<file path="config.mk">
export PLATFORM = sky130hd
export DESIGN_NAME = pipe_ctrl
export DESIGN_NICKNAME = d
export VERILOG_FILES = /design/src/rtl/pipe_ctrl_pkg.sv /design/src/rtl/pipe_ctrl_hazard_detect.sv /design/src/rtl/pipe_ctrl.sv
export SDC_FILE = /design/constraint.sdc
export NUM_CORES = 1
export LEC_CHECK = 0
export ABC_AREA = 1
export ABC_CLOCK_PERIOD_IN_PS = 1500
export CAP_MARGIN = 20
export CORE_UTILIZATION = 29
export CTS_CLUSTER_DIAMETER = 80
export DETAILED_ROUTE_END_ITERATION = 10
export MAX_ROUTING_LAYER = met4
export PLACE_DENSITY = 0.8
export SLEW_MARGIN = 15
export SYNTH_ARGS = -nofsm -noshare
export SYNTH_HDL_FRONTEND = slang
export SYNTH_SLANG_ARGS = --single-unit
</file>
<file path="constraint.sdc">
create_clock -name clk -period 1.5 [get_ports clk]
set_clock_uncertainty 0.15 [all_clocks]
set_input_delay 0.375 -clock clk [delete_from_list [all_inputs] [get_ports clk]]
set_output_delay 0.375 -clock clk [all_outputs]
set_load 0.005 [all_outputs]
</file>
<file path="src/rtl/pipe_ctrl_pkg.sv">
// pipe_ctrl_pkg -- shared defines for the pipeline controller.
//   ZeroReg / ZeroWord : x0 register address and all-zero data word
//   pc_state_e         : controller FSM encodings (exported on state_o)
package pipe_ctrl_pkg;

  localparam logic [4:0]  ZeroReg  = 5'd0;
  localparam logic [31:0] ZeroWord = 32'd0;

  localparam int CNT_W = 3;

  typedef enum logic [2:0] {
    PC_RUN      = 3'd0,
    PC_BUS_WAIT = 3'd1,
    PC_FLUSH    = 3'd2,
    PC_DRAIN    = 3'd3
  } pc_state_e;

endpackage

</file>
<file path="src/rtl/pipe_ctrl_hazard_detect.sv">
// hazard_detect -- combinational load-use comparator.
//   reg1_raddr_i, reg2_raddr_i : source registers of the instruction in id
//   ex_rd_i, ex_is_load_i      : destination / load flag of the instruction in ex
//   load_use_o                 : id needs a value the load in ex has not produced yet
module hazard_detect
  import pipe_ctrl_pkg::*;
(
  input  logic [4:0] reg1_raddr_i,
  input  logic [4:0] reg2_raddr_i,
  input  logic [4:0] ex_rd_i,
  input  logic       ex_is_load_i,
  output logic       load_use_o
);

  logic w_rs1_hit;
  logic w_rs2_hit;

  // x0 is never a real dependency, neither as source nor as destination.
  assign w_rs1_hit  = (reg1_raddr_i != ZeroReg) && (reg1_raddr_i == ex_rd_i);
  assign w_rs2_hit  = (reg2_raddr_i != ZeroReg) && (reg2_raddr_i == ex_rd_i);
  assign load_use_o = ex_is_load_i && (ex_rd_i != ZeroReg) && (w_rs1_hit || w_rs2_hit);

endmodule

</file>
<file path="src/rtl/pipe_ctrl.sv">
// pipe_ctrl -- hazard and sequencing controller for the five-stage RV32I core.
// Arbitrates, in priority order, bus stalls, taken jumps, load-use stalls and
// FENCE draining, and drives hold/flush for pc, if_id and id_ex.
//   clk, rst                       : core clock, asynchronous active-low reset
//   reg1_raddr_i, reg2_raddr_i     : id source registers (ZeroReg = unused)
//   fence_i                        : id holds a FENCE
//   ex_rd_i, ex_is_load_i          : ex destination and load flag
//   jump_flag_i, jump_addr_i       : ex taken branch/jump and its target
//   bus_req_i, bus_ack_i           : pending memory access / completes this cycle
//   hold_*_o, flush_*_o            : stage register freeze / NOP insert
//   jump_flag_o, jump_addr_o       : redirect to pc
//   state_o                        : FSM state (debug)
// Optional: define PIPE_CTRL_PERF_EN to add stall_cnt_o / flush_cnt_o, 32-bit
// wrapping counts of cycles with any hold / any flush asserted.
module pipe_ctrl
  import pipe_ctrl_pkg::*;
#(
  parameter int JUMP_FLUSH_CYCLES = 1,  // 0..7
  parameter int DRAIN_CYCLES      = 3   // 1..7
) (
  input  logic        clk,
  input  logic        rst,
  input  logic [4:0]  reg1_raddr_i,
  input  logic [4:0]  reg2_raddr_i,
  input  logic        fence_i,
  input  logic [4:0]  ex_rd_i,
  input  logic        ex_is_load_i,
  input  logic        jump_flag_i,
  input  logic [31:0] jump_addr_i,
  input  logic        bus_req_i,
  input  logic        bus_ack_i,
  output logic        hold_pc_o,
  output logic        hold_if_id_o,
  output logic        hold_id_ex_o,
  output logic        flush_if_id_o,
  output logic        flush_id_ex_o,
  output logic        jump_flag_o,
  output logic [31:0] jump_addr_o,
`ifdef PIPE_CTRL_PERF_EN
  output logic [31:0] stall_cnt_o,
  output logic [31:0] flush_cnt_o,
`endif
  output logic [2:0]  state_o
);

  localparam logic [CNT_W-1:0] JUMP_CNT  = CNT_W'(JUMP_FLUSH_CYCLES);
  localparam logic [CNT_W-1:0] DRAIN_CNT = CNT_W'(DRAIN_CYCLES - 1);

  pc_state_e        r_state, w_state_nxt;
  logic [CNT_W-1:0] r_cnt, w_cnt_nxt;
  logic             r_fence_pass, w_fence_pass_nxt;

  logic w_load_use;
  logic w_bus_stall;
  logic w_run_like;
  logic w_fence_stall;

  hazard_detect u_hazard_detect (
    .reg1_raddr_i (reg1_raddr_i),
    .reg2_raddr_i (reg2_raddr_i),
    .ex_rd_i      (ex_rd_i),
    .ex_is_load_i (ex_is_load_i),
    .load_use_o   (w_load_use)
  );

  assign w_bus_stall   = bus_req_i & ~bus_ack_i;
  // The ack cycle of BUS_WAIT releases the pipeline, so it is arbitrated
  // exactly like RUN; otherwise a jump held in ex during the stall would
  // slip past when id_ex advances.
  assign w_run_like    = (r_state == PC_RUN) || (r_state == PC_BUS_WAIT);
  assign w_fence_stall = fence_i & ~r_fence_pass;

  // State register
  always_ff @(posedge clk or negedge rst) begin
    if (!rst) begin
      r_state      <= PC_RUN;
      r_cnt        <= '0;
      r_fence_pass <= 1'b0;
    end else begin
      r_state      <= w_state_nxt;
      r_cnt        <= w_cnt_nxt;
      r_fence_pass <= w_fence_pass_nxt;
    end
  end

  // Next-state logic
  always_comb begin
    w_state_nxt      = r_state;
    w_cnt_nxt        = r_cnt;
    w_fence_pass_nxt = r_fence_pass;
    if (w_bus_stall) begin
      // Everything freezes; only RUN records that it is waiting.
      if (r_state == PC_RUN) w_state_nxt = PC_BUS_WAIT;
    end else begin
      unique case (r_state)
        PC_RUN, PC_BUS_WAIT: begin
          w_state_nxt      = PC_RUN;
          w_fence_pass_nxt = 1'b0;  // pass lasts a single RUN cycle
          if (jump_flag_i) begin
            if (JUMP_FLUSH_CYCLES > 0) begin
              w_cnt_nxt   = JUMP_CNT;
              w_state_nxt = PC_FLUSH;
            end
          end else if (w_load_use) begin
            // stall for this cycle only; no state change
          end else if (w_fence_stall) begin
            if (DRAIN_CYCLES > 1) begin
              w_cnt_nxt   = DRAIN_CNT;
              w_state_nxt = PC_DRAIN;
            end else begin
              w_fence_pass_nxt = 1'b1;
            end
          end
        end
        PC_FLUSH: begin
          w_cnt_nxt = r_cnt - 1'b1;
          if (r_cnt <= 1) w_state_nxt = PC_RUN;
        end
        PC_DRAIN: begin
          if (jump_flag_i) begin
            // The FENCE itself is being flushed, so the drain is abandoned.
            w_fence_pass_nxt = 1'b0;
            if (JUMP_FLUSH_CYCLES > 0) begin
              w_cnt_nxt   = JUMP_CNT;
              w_state_nxt = PC_FLUSH;
            end else begin
              w_state_nxt = PC_RUN;
            end
          end else begin
            w_cnt_nxt = r_cnt - 1'b1;
            if (r_cnt <= 1) begin
              w_state_nxt      = PC_RUN;
              w_fence_pass_nxt = 1'b1;
            end
          end
        end
        default: begin
          w_state_nxt      = PC_RUN;
          w_cnt_nxt        = '0;
          w_fence_pass_nxt = 1'b0;
        end
      endcase
    end
  end

  // Output logic: zero-latency, and forced to zero while reset is held.
  always_comb begin
    hold_pc_o     = 1'b0;
    hold_if_id_o  = 1'b0;
    hold_id_ex_o  = 1'b0;
    flush_if_id_o = 1'b0;
    flush_id_ex_o = 1'b0;
    jump_flag_o   = 1'b0;
    jump_addr_o   = ZeroWord;
    state_o       = 3'd0;
    if (rst) begin
      state_o = r_state;
      if (w_bus_stall) begin
        hold_pc_o    = 1'b1;
        hold_if_id_o = 1'b1;
        hold_id_ex_o = 1'b1;
      end else if ((w_run_like || (r_state == PC_DRAIN)) && jump_flag_i) begin
        jump_flag_o   = 1'b1;
        jump_addr_o   = jump_addr_i;
        flush_if_id_o = 1'b1;
        flush_id_ex_o = 1'b1;
      end else if (r_state == PC_FLUSH) begin
        flush_if_id_o = 1'b1;
      end else if ((r_state == PC_DRAIN) ||
                   (w_run_like && (w_load_use || w_fence_stall))) begin
        // Load-use, fence entry and drain all insert a bubble into id_ex.
        hold_pc_o     = 1'b1;
        hold_if_id_o  = 1'b1;
        flush_id_ex_o = 1'b1;
      end
    end
  end

`ifdef PIPE_CTRL_PERF_EN
  logic [31:0] r_stall_cnt;
  logic [31:0] r_flush_cnt;

  always_ff @(posedge clk or negedge rst) begin
    if (!rst) begin
      r_stall_cnt <= '0;
      r_flush_cnt <= '0;
    end else begin
      if (hold_pc_o | hold_if_id_o | hold_id_ex_o) r_stall_cnt <= r_stall_cnt + 32'd1;
      if (flush_if_id_o | flush_id_ex_o)           r_flush_cnt <= r_flush_cnt + 32'd1;
    end
  end

  assign stall_cnt_o = r_stall_cnt;
  assign flush_cnt_o = r_flush_cnt;
`endif

endmodule
</file>
# Word level (Yosys, flattened, before mapping)
# Index checks and enable logic that the tools add are counted.
# classes
n_addsub	1
order_cmp	1
n_eq_ne	9
n_mux	37
bitwise	6
n_reduce_logical	18
# op_table
cell	n
$mux 32	3
$mux 3	9
$mux 1	19
$pmux 3 s3	2
$reduce_bool 5->1	3
$eq 5x5->1	2
$ne 3x3->1 const B	3
$eq 3x2->1 const B	2
$logic_and 1x1->1	6
$mux 2	3
$reduce_and 3->1	2
$logic_or 1x1->1	5
$not 1->1	4
$eq 3x1->1 const B	1
$le 3x1->1 const B	1
$logic_not 3->1	1
$sub 3x1->3 const B	1
$and 1x1->1	2
$ne 2x1->1 const B	1
$pmux 1 s2	1
$reduce_or 2->1	1
# word_totals
ff_bits	7
in_bits	54
elab_cells	75

# Depth between registers and ports, before layout
# logic_depth
depth_word	12
mapped_depth	11
mapped_depth_nobuf	11

# Hierarchy
# From an unflattened synthesis, not the netlist that was laid out.
# hier_totals
hier_cells	226
area_unflattened_um2	1188.6
# by_module_without_submodules
mod	instances	cells_each	area_each_um2	seq_area_each_um2
pipe_ctrl	1	167	957.2	175.2
hazard_detect	1	59	231.5	0.0

# Worst setup path before layout
# No wires, ideal clock.
# synth_timing
path_type	reg-to-output
startpoint	reg r_state[1]
endpoint	out jump_addr_o[10]
arrival_ns	1.172
required_time_ns	0.975
path_slack_ns	-0.197
path_stages_with_launch	9
cell_sequence	dfrtp_1 > inv_1 > nand2_2 > nand2_2 > nand2_2 > nor2_4 > inv_2 > buf_6 > nor2_1
# synth_via
elab_chain_len	7
# synth_rtl
item	line_no	rtl
from (decl)	pipe_ctrl.sv:49	pc_state_e r_state, w_state_nxt;
from (signal assigned)	pipe_ctrl.sv:80	r_state <= w_state_nxt;
$eq 3x1->1 / $logic_not 3->1 (equally long branches)	pipe_ctrl.sv:70	assign w_run_like = (r_state == PC_RUN) || (r_state == PC_BUS_WAIT);
$logic_or 1x1->1	pipe_ctrl.sv:70	
$logic_or 1x1->1 *	pipe_ctrl.sv:162	end else if ((w_run_like || (r_state == PC_DRAIN)) && jump_flag_i) begin
$logic_and 1x1->1 *	pipe_ctrl.sv:162	
$mux 32 *	pipe_ctrl.sv:162	
$mux 32 *	pipe_ctrl.sv:158	if (w_bus_stall) begin
$mux 32 *	pipe_ctrl.sv:156	if (rst) begin
to (decl)	pipe_ctrl.sv:38	output logic [31:0] jump_addr_o,
# Every way passes the cells marked *; elsewhere a longest branch is shown, timed or not.

# Worst setup path after layout
# layout_timing
startpoint	reg r_state[2]
endpoint	out jump_addr_o[25]
# The elaborated chain is that of the path after synthesis.

==> reports/qor.yml <==
outcome: "finished with violations"
violations: "setup timing"
grt_overflow: 0
crit_family: "buffers and inverters"
start_util_pct: 31.6
drv_cap: 0
worst_pin_slew_ns: 0.274
cpPeakStageDelay_ns: 0.38
grt_pass1_vias: 1856
nets: 434
grt_first_pass_wirelength_mm: 8.20
die_w_um: 63.4
netlist-cell-type-count: 23
insertion_delay_ns: 0.24
slew_viol_final: 0
endpoint_kind: "primary output"
period_share_pct: 156
p_comb_share_pct: 76.1
vias_per_cell: 4.72
cpMostUsedCell: "nand2_4"
pre_cts_ws_ns: -1.31
synthesis.nets: 276
synth_top_area_share_pct: 21.9
htree_levels: 1
cp_data_required_time_ns: 0.97
setup_tns_ns: -29.44
drtIter0Drc: 62
switchingPower_mw: 1.13
grt_start_max_net_pins: 8
cts_tree: "built"
cts_max_path_buffers: 2
post-route-min-period_ns: 2.34
core_area_um2: 3470
relSlewSlack_pct: 81.6
p_clk_share_pct: 10.7
clk_pin_slew_ns: 0.04
worstHoldPathType: "input pin to asynchronous set/reset pin"
syn-cell-area_um2: 1090
syn_to_final_growth_pct: 155
ys_ff_latch: 7
dpl.hpwl_mm: 3.41
ys_seq_area_share_pct: 16.0
worst_slack_ns: -0.844
drive_above_1_share_pct: 53.8
cp.arrival_ns: 1.82
drt-total-wl_mm: 6.18
crit_type: "register to primary output"
utilization_pct: 80.3
hold_viol: 0
p_per_area_nw_per_um2: 938
cts_root_buf: "clkbuf_8"
postSynthAreaPerCell_um2: 4.98
swShare_pct: 43.3
drc: 0
drtAntennaViolNets: 0
dpl_cell_area_um2: 2390
critPathMaxFanout: 5
hold_ws_ns: 0.114
reg2reg_slack_ns: -0.81
cts.sinks: 7
peakVddDrop_mv: 0.973
routedWlPerCell_um: 14.6
core.rowCount: 21
crit_chain: "inv_2 -> nand3_2 -> nand2_4 -> nand2_4 -> nor2_4 -> clkinv_4 -> buf_12 -> buf_6 -> nor2_2 -> buf_2"
pwr-share-seq_pct: 13.3
max_freq_ghz: 0.427
portBuffers: 94
p_int_mw: 1.48
dieArea_um2: 4020
drt-pass1-iter-count: 4
die_y_um: 63.4
fillers: 248
pin_count: 95
grt_usage_pct: 25.9
num_vias: 1997
antenna_found_initial: 0
synth_top_cell_by_area: "inv_1"
cts_buffers: 3
yosys_warnings: 0
start_kind: "register"
syn-instance-count: 220
gp_congestion: 0.835
setup_violations: 47
p_leak_nw: 1.62
synth_area_leaders: "inv_1 (22%), nand2_1 (19%), nor2_1 (17%)"
rsz0062_at_grt: "yes"
critical_path_buf_inv_count: 5
post-route-cell-area_um2: 2790
crit_path_top_delay_cell: "dfrtp_1"
num_antenna_cells: 0
-- tightest hold or removal path, cell delays in order --
cell             delay (ns)
clkdlybuf4s15_2        0.20
buf_6                  0.13
buf_4                  0.11
-- cells in the final DEF, fill, tap and decap left out, types with 2 or more instances in the layout --
cell type and count:
nand3_1 5, buf_6 24, clkdlybuf4s50_1 34, nor2_2 18, nand4_1 4, clkbuf_2 2
o21ai_0 2, nand3_2 7, dfrtp_1 7, clkbuf_8 3, nor2_1 13, nor2_4 21
buf_2 45, nand2_1 45, nand2_4 2, inv_1 51, buf_12 2, buf_4 44
inv_2 11, nand2_2 12, o21ai_1 2
-- area by class of cell --
class                   count  area [um2]  area share [%]
well taps                  46        57.6            2.07
clock buffers               3        41.3            1.48
clock inverters             1        5.00           0.180
repair buffers            158        1310            47.1
multi-input cells         142         921            33.0
flip-flops and latches      7         175            6.29
inverters                  66         275            9.88
-- state kept, by name, summed over array words and instances, names as in the netlist --
| name | count |
|---|---|
| r_fence_pass | 1 |
| r_cnt | 3 |
| r_state | 3 |
-- stage by stage --
step           power [mW]  cells
2_1_floorplan       0.960    220
3_3_place_gp         1.65    385
3_5_place_dp         1.67    385
4_1_cts              2.23    414
5_1_grt              2.76    423
6_report             2.61    423
-- cells in the mapped netlist --
master / count
a21boi_0: 1
ha_1: 2
o21ai_0: 4
nand2_2: 3
nand3_1: 12
o22ai_1: 1
dfrtp_1: 7
o2111a_1: 1
nand4_1: 4
inv_2: 2
nor3_1: 1
buf_4: 1
inv_1: 64
clkbuf_2: 1
nor2_1: 50
nor2_2: 1
a31oi_1: 1
nor2_4: 1
nand2_1: 56
buf_6: 3
xor2_1: 1
or2_2: 1
a21oi_1: 2
-- metal layers --
metal	routed length [um]	vias to the layer above	global-route usage, %
li1	-	950	-
met4	254	0	7.67
met1	2190	925	27.0
met2	3410	95	50.7
met3	323	27	1.99
met5	0	-	-
-- logic make-up (layout without fill, tap and decap cells) --
group                    Yosys count  in the layout  synth area share [%]
AND/OR/NAND/NOR                  129            129                  48.5
flip-flops                         7              7                  16.0
adder cells (fa/ha/maj)            2              2                  2.29
XOR/XNOR                           1              1                 0.800
AO/OA/AOI/OAI                     10             10                  5.60
buffers and inverters             71            228                  26.9
-- repair_timing --
item                       in CTS  in global routing
gates resized for setup       269                 50
hold endpoints to repair        1                  0
pin swaps                      32                 15
setup endpoints to repair      48                 47
hold buffers                    1                  0
gates cloned                    3                  0
buffers inserted               22                 15
-- final timing paths --
path	from	endpoint	depth (start not counted)
max reg2reg	r_state[2]$_DFFE_PN0P_	r_cnt[1]$_DFFE_PN0P_	14
max	r_state[2]$_DFFE_PN0P_	jump_addr_o[25]	10
min reg2reg	r_cnt[1]$_DFFE_PN0P_	r_cnt[1]$_DFFE_PN0P_	2
max in group asynchronous	rst	r_state[0]$_DFFE_PN0P_	3
min in group clk	r_cnt[1]$_DFFE_PN0P_	r_cnt[1]$_DFFE_PN0P_	2
min	rst	r_state[1]$_DFFE_PN0P_	3
-- power by group through the flow --
| stage | Combinational (mW) | Sequential, mW | Clock [mW] |
|---|---|---|---|
| finish | 1.99 | 0.347 | 0.279 |
| detailed placement | 1.35 | 0.319 | 0 |
| floorplan | 0.641 | 0.319 | 0 |
| global placement | 1.34 | 0.314 | 0 |
| CTS | 1.63 | 0.320 | 0.283 |
| global route | 2.12 | 0.346 | 0.292 |
No activity file was read; power rests on OpenSTA's default activity.
